<file path="config.mk">
export PLATFORM = sky130hd
export DESIGN_NAME = mul_accumulator
export DESIGN_NICKNAME = d
export VERILOG_FILES = /design/src/rtl/mul_accumulator.sv
export SDC_FILE = /design/constraint.sdc
export NUM_CORES = 1
export LEC_CHECK = 0
export CORE_MARGIN = 3
export CORE_UTILIZATION = 45
export DETAILED_ROUTE_END_ITERATION = 10
export PLACE_DENSITY = 0.8
export SYNTH_ARGS = -nofsm -noshare
export SYNTH_HDL_FRONTEND = slang
export SYNTH_SLANG_ARGS = --single-unit
</file>
<file path="constraint.sdc">
create_clock -name clk -period 3.4 [get_ports clk]
set_input_delay 0.68 -clock clk [delete_from_list [all_inputs] [get_ports clk]]
set_output_delay 0.68 -clock clk [all_outputs]
set_load 0.1 [all_outputs]
</file>
<file path="src/rtl/mul_accumulator.sv">
// ============================================================================
// mul_accumulator : element-wise dot-product accumulator behind the multiplier
//                   array. Optional macro ACC_SATURATE_EN clamps lanes at
//                   all-ones instead of wrapping.
// Revision 1.0    : initial release
// ============================================================================
`default_nettype none

`ifndef DIM_A
`define DIM_A 2
`endif
`ifndef DIM_C
`define DIM_C 2
`endif
`ifndef ACC_WIDTH
`define ACC_WIDTH 16
`endif

module mul_accumulator #(
  parameter int CNT_WIDTH = 16
) (
  input  logic                                         clk,
  input  logic                                         rst_n,
  input  logic [`DIM_C-1:0][`DIM_A-1:0][`ACC_WIDTH-1:0] in_prod,
  input  logic                                         in_valid,
  input  logic                                         in_last,
  output logic                                         in_ready,
  output logic [`DIM_C-1:0][`DIM_A-1:0][`ACC_WIDTH-1:0] out_sum,
  output logic [CNT_WIDTH-1:0]                         out_count,
  output logic                                         out_ovf,
  output logic                                         out_valid,
  input  logic                                         out_ready
);

  localparam int DC = `DIM_C;
  localparam int DA = `DIM_A;
  localparam int AW = `ACC_WIDTH;

  typedef enum logic [0:0] {
    S_IDLE  = 1'b0,
    S_ACCUM = 1'b1
  } state_t;

  state_t                          state_q, state_d;
  logic [DC-1:0][DA-1:0][AW-1:0]   acc_q, acc_d;
  logic [DC-1:0][DA-1:0][AW-1:0]   lane_sum;
  logic [CNT_WIDTH-1:0]            cnt_q, cnt_d, cnt_inc;
  logic                            ovf_q, ovf_d, ovf_new;
  logic [DC-1:0][DA-1:0][AW-1:0]   out_sum_q, out_sum_d;
  logic [CNT_WIDTH-1:0]            out_count_q, out_count_d;
  logic                            out_ovf_q, out_ovf_d;
  logic                            out_valid_q, out_valid_d;
  logic                            accept;
  logic [AW:0]                     wide;
  logic [AW-1:0]                   base;

  assign in_ready  = ~out_valid_q | out_ready;
  assign accept    = in_valid & in_ready;
  assign out_sum   = out_sum_q;
  assign out_count = out_count_q;
  assign out_ovf   = out_ovf_q;
  assign out_valid = out_valid_q;

  // In IDLE the bank is treated as zero, so the first beat simply loads.
  always_comb begin
    wide     = '0;
    base     = '0;
    lane_sum = '0;
    ovf_new  = (state_q == S_ACCUM) ? ovf_q : 1'b0;
    for (int i = 0; i < DC; i++) begin
      for (int j = 0; j < DA; j++) begin
        base    = (state_q == S_ACCUM) ? acc_q[i][j] : '0;
        wide    = {1'b0, base} + {1'b0, in_prod[i][j]};
        ovf_new = ovf_new | wide[AW];
`ifdef ACC_SATURATE_EN
        lane_sum[i][j] = wide[AW] ? {AW{1'b1}} : wide[AW-1:0];
`else
        lane_sum[i][j] = wide[AW-1:0];
`endif
      end
    end
  end

  always_comb begin
    if (state_q == S_ACCUM) begin
      cnt_inc = (&cnt_q) ? cnt_q : cnt_q + CNT_WIDTH'(1);
    end else begin
      cnt_inc = CNT_WIDTH'(1);
    end
  end

  always_comb begin
    state_d     = state_q;
    acc_d       = acc_q;
    cnt_d       = cnt_q;
    ovf_d       = ovf_q;
    out_sum_d   = out_sum_q;
    out_count_d = out_count_q;
    out_ovf_d   = out_ovf_q;
    out_valid_d = out_valid_q;

    if (out_valid_q && out_ready) begin
      out_valid_d = 1'b0;
    end

    if (accept) begin
      if (in_last) begin
        out_sum_d   = lane_sum;
        out_count_d = cnt_inc;
        out_ovf_d   = ovf_new;
        out_valid_d = 1'b1;
        acc_d       = '0;
        cnt_d       = '0;
        ovf_d       = 1'b0;
        state_d     = S_IDLE;
      end else begin
        acc_d       = lane_sum;
        cnt_d       = cnt_inc;
        ovf_d       = ovf_new;
        state_d     = S_ACCUM;
      end
    end
  end

  always_ff @(posedge clk) begin
    if (!rst_n) begin
      state_q     <= S_IDLE;
      acc_q       <= '0;
      cnt_q       <= '0;
      ovf_q       <= 1'b0;
      out_sum_q   <= '0;
      out_count_q <= '0;
      out_ovf_q   <= 1'b0;
      out_valid_q <= 1'b0;
    end else begin
      state_q     <= state_d;
      acc_q       <= acc_d;
      cnt_q       <= cnt_d;
      ovf_q       <= ovf_d;
      out_sum_q   <= out_sum_d;
      out_count_q <= out_count_d;
      out_ovf_q   <= out_ovf_d;
      out_valid_q <= out_valid_d;
    end
  end

endmodule

`default_nettype wire

</file>
==> qor.csv <==
stage,metric,value,unit
synthesis,largest family of logic cells by synthesized area,compound AO/OA/AOI/OAI gates,
global_route,largest net degree at the start of global routing,59,
place,port buffer count,151,
clocking,total CTS buffers,17,
place,GP Congestion,0.896,
global_route,vias in the first global route,8249,
outcome,status,"finished, final reports clean",
synthesis,Adder-Cell Fraction of Synth Area,0.0955,
setup_path,endpoint class of the critical path,register,
drt,post-detailed-route via-to-cell ratio,5.77,
synthesis,Yosys warning total,0,
global_route,aggregate global routing overflow,0,
power_and_ir_drop,Peak VDD IR,321,uV
sta,Slew HR,0.348,
setup_path,CP max FO,22,
sta,smallest hold slack,0.442,ns
setup_path,Critical Path AT,3.31,ns
synthesis,Netlist Area Pre-Place,9350,um^2
setup_path,CP Buf/Inv Count,1,
clocking,post-CTS setup buffers,0,
drt,DR vias,8682,
sta,worst-margin pin slew,0.975,ns
global_route,antenna violations before repair,0,
sta,setup ws final,0.400,ns
floorplanning,die width,150,um
place,Place WS,0.143,ns
power_and_ir_drop,total power,4.79,mW
drt,1st-pass router iterations,5,
setup_path,crit-path leading delay family,compound AO/OA/AOI/OAI gates,
floorplanning,starting density of the core,0.461,
clocking,Max clock buf depth,2,
sta,Tmin final,3.00,ns
setup_path,Startpoint Class,register,
floorplanning,Rows,52,
synthesis,post-synthesis sequential area ratio,0.351,
drt,drt wl/cell,17.2,um
drt,Routed Antenna Nets,0,
synthesis,mux contribution to synthesized area,0.00897,
cells_and_area,share of layout cells above drive strength 1,0.120,
synthesis,Post-synth EDFFs,0,
synthesis,ys async rst share,0,
synthesis,Mean Syn Cell Area,8.53,um^2
clocking,hold_buf cts,0,
floorplanning,Die Y,150,um
drt,initial drt markers,617,
run,maxcap violations,0,
synthesis,Syn Nets,1234,
drt,DRC,0,
floorplanning,Core ar.,20300,um^2
synthesis,XOR/XNOR share of the synthesized area,0.0440,
synthesis,Syn Inst Count,1096,
synthesis,Synth Area in Compound Gates,0.264,
setup_path,Setup CP Type,register to register,
setup_path,critical path's largest stage delay,0.64,ns
clocking,CTS tree,yes,
synthesis,post-synthesis simple-gate area fraction,0.196,
cells_and_area,Layout Nets,1362,
place,Detailed Place HPWL,18500,um
setup_path,CP max stage cell,dfxtp_2,
floorplanning,io pins,152,
sta,RSZ-0062 raised after global routing,false,
sta,Final Cycle Share,0.882,
cells_and_area,# diodes,0,
sta,Max Slew Vio Count,0,
clocking,clk_lat worst skew,0.43,ns
sta,Sum Neg Setup Slack,0,ns
sta,Peak Freq,333,MHz
global_route,GRT Total Usage,0.228,
clocking,Root Driver,clkbuf_16,
synthesis,Post-synth top flop,dfxtp_1,
setup_path,Required @ worst endpoint,3.71,ns
cells_and_area,synthesis-to-layout area growth,23.1,%
power_and_ir_drop,PwrDens,416,nW/um^2
clocking,PostCTS Resize Cnt,0,
sta,"Setup violations, final",0,
sta,clock skew,0.0126,ns
worst_hold_path,worst hold path class,register to register,
floorplanning,die area,22500,um^2
clocking,"Reg clk slew, reported paths",0.06,ns
sta,count of final hold-check violations,0,
synthesis,distinct cell type count after synthesis,71,
drt,final WL,25900,um
setup_path,CP cell instances,buf_4 -> and2_1 -> ha_1 -> a21o_1 -> a21o_1 -> a211oi_1 -> o211ai_1 -> xor2_1 -> a22o_1,
clocking,clock sink total,164,
setup_path,"most used cell, CP",a21o_1,
power_and_ir_drop,P_leak,4.91,nW
clocking,H-tree depth,4,
synthesis,Synth Register Bits,164,
global_route,first-pass GRT wire length,41400,um
final timing paths:
| path | start | to | slack, ns | cells past startpoint |
|---|---|---|---|---|
| setup / recovery | state_q | out_sum[63] | 0.40 | 9 |
| hold / removal | out_count[11] | out_count[11] | 0.44 | 2 |
| setup reg to reg | state_q | out_sum[63] | 0.40 | 9 |
| hold reg to reg | out_count[11] | out_count[11] | 0.44 | 2 |
cells by family after synthesis:
| family | Yosys count |
|---|---|
| AND/OR/NAND/NOR | 361 |
| AO/OA/AOI/OAI | 357 |
| flip-flops | 164 |
| buffers and inverters | 90 |
| adder cells (fa/ha/maj) | 69 |
| XOR/XNOR | 47 |
| multiplexers | 8 |
layout make-up:
type | instances | area, um^2
clock inverter | 9 | 58.8
multi-input combinational | 842 | 5710
tap | 270 | 338
fill | 1801 | 8790
timing repair buffer | 172 | 1550
clock buffer | 21 | 460
sequential | 164 | 3280
inverter | 27 | 101
synthesized netlist by cell type, drive strengths merged, types with 4 or more instances:
library cell | n | area, um^2
dfxtp | 164 | 3280
nand2 | 106 | 398
a21oi | 81 | 413
nor2 | 73 | 274
o21ai | 72 | 364
and2 | 67 | 419
ha | 65 | 813
a22o | 64 | 562
clkbuf | 43 | 166
nand3 | 31 | 168
inv | 27 | 101
xnor2 | 27 | 236
a21o | 24 | 180
a22oi | 21 | 158
nor3 | 21 | 128
buf | 20 | 109
xor2 | 20 | 175
a32o | 15 | 150
a31oi | 12 | 75.1
nand2b | 12 | 75.1
a211oi | 10 | 85.1
o21a | 10 | 75.1
or3 | 10 | 62.6
nand4 | 9 | 56.3
and3 | 8 | 51.3
o211ai | 8 | 60.1
nand3b | 7 | 52.6
a32oi | 5 | 43.8
mux2i | 5 | 50.1
nor4 | 5 | 52.6
o21bai | 5 | 37.5
a211o | 4 | 35.0
fa | 4 | 80.1
o31ai | 4 | 30.0
report_power, final:
| part | internal, mW | switching, mW |
|---|---|---|
| clock network | 0.958 | 0.776 |
| logic | 0.321 | 0.678 |
| registers | 2.00 | 0.0496 |
| total | 3.28 | 1.50 |
layer usage:
| metal | global-route usage | up-vias | wire length [um] |
|---|---|---|---|
| met5 | 0 | - | 0 |
| met4 | 0.0782 | 0 | 560 |
| met3 | 0.0415 | 48 | 1630 |
| met2 | 0.369 | 308 | 11800 |
| met1 | 0.307 | 4069 | 11900 |
| li1 | - | 4257 | - |
worst min-delay path: cells and delay by family, from the launching register on:
kind             cells  cell delay (ns)
AO/OA/AOI/OAI        1             0.05
flip-flops           1             0.31
AND/OR/NAND/NOR      1             0.05
through the flow:
step | cells | cell area, um^2 | utilization
after floorplan | 1096 | 9350 | -
final | 1505 | 11500 | 0.567
after CTS | 1505 | 11500 | 0.567
after global routing | 1505 | 11500 | 0.567
after detailed placement | 1475 | 11000 | 0.541
after global placement | 1475 | 11000 | 0.541
cells in the final DEF (no fill, tap or decap), types with 4 or more instances in the layout:
master and count:
clkinvlp_4 4, a21oi_1 79, and2_1 67, a32o_1 15
o21ai_0 65, o21ai_1 6, xnor2_1 27, nand2b_1 12
o21bai_1 5, dfxtp_1 163, or3_1 10, nor2_1 72
a211o_1 4, a211oi_1 8, buf_4 87, a32oi_1 5
xor2_1 20, o21a_1 10, a21o_1 24, clkinv_2 4
ha_1 65, clkdlybuf4s50_1 80, nand3b_1 7, fa_1 4
and3_1 6, o31ai_1 4, a22o_1 63, a31oi_1 11
o211ai_1 8, mux2i_1 5, a22oi_1 21, clkbuf_16 17
inv_1 26, nand3_1 30, nand2_1 106, nor3_1 19
buf_12 5, nand4_1 9
sequential cells by signal, summed over array words and instances (netlist names):
name,flops
out_valid,1
out_ovf,1
ovf_q,1
cnt_q,16
acc_q,64
state_q,1
out_sum,64
out_count,16
(Power assumes the default switching activity.)
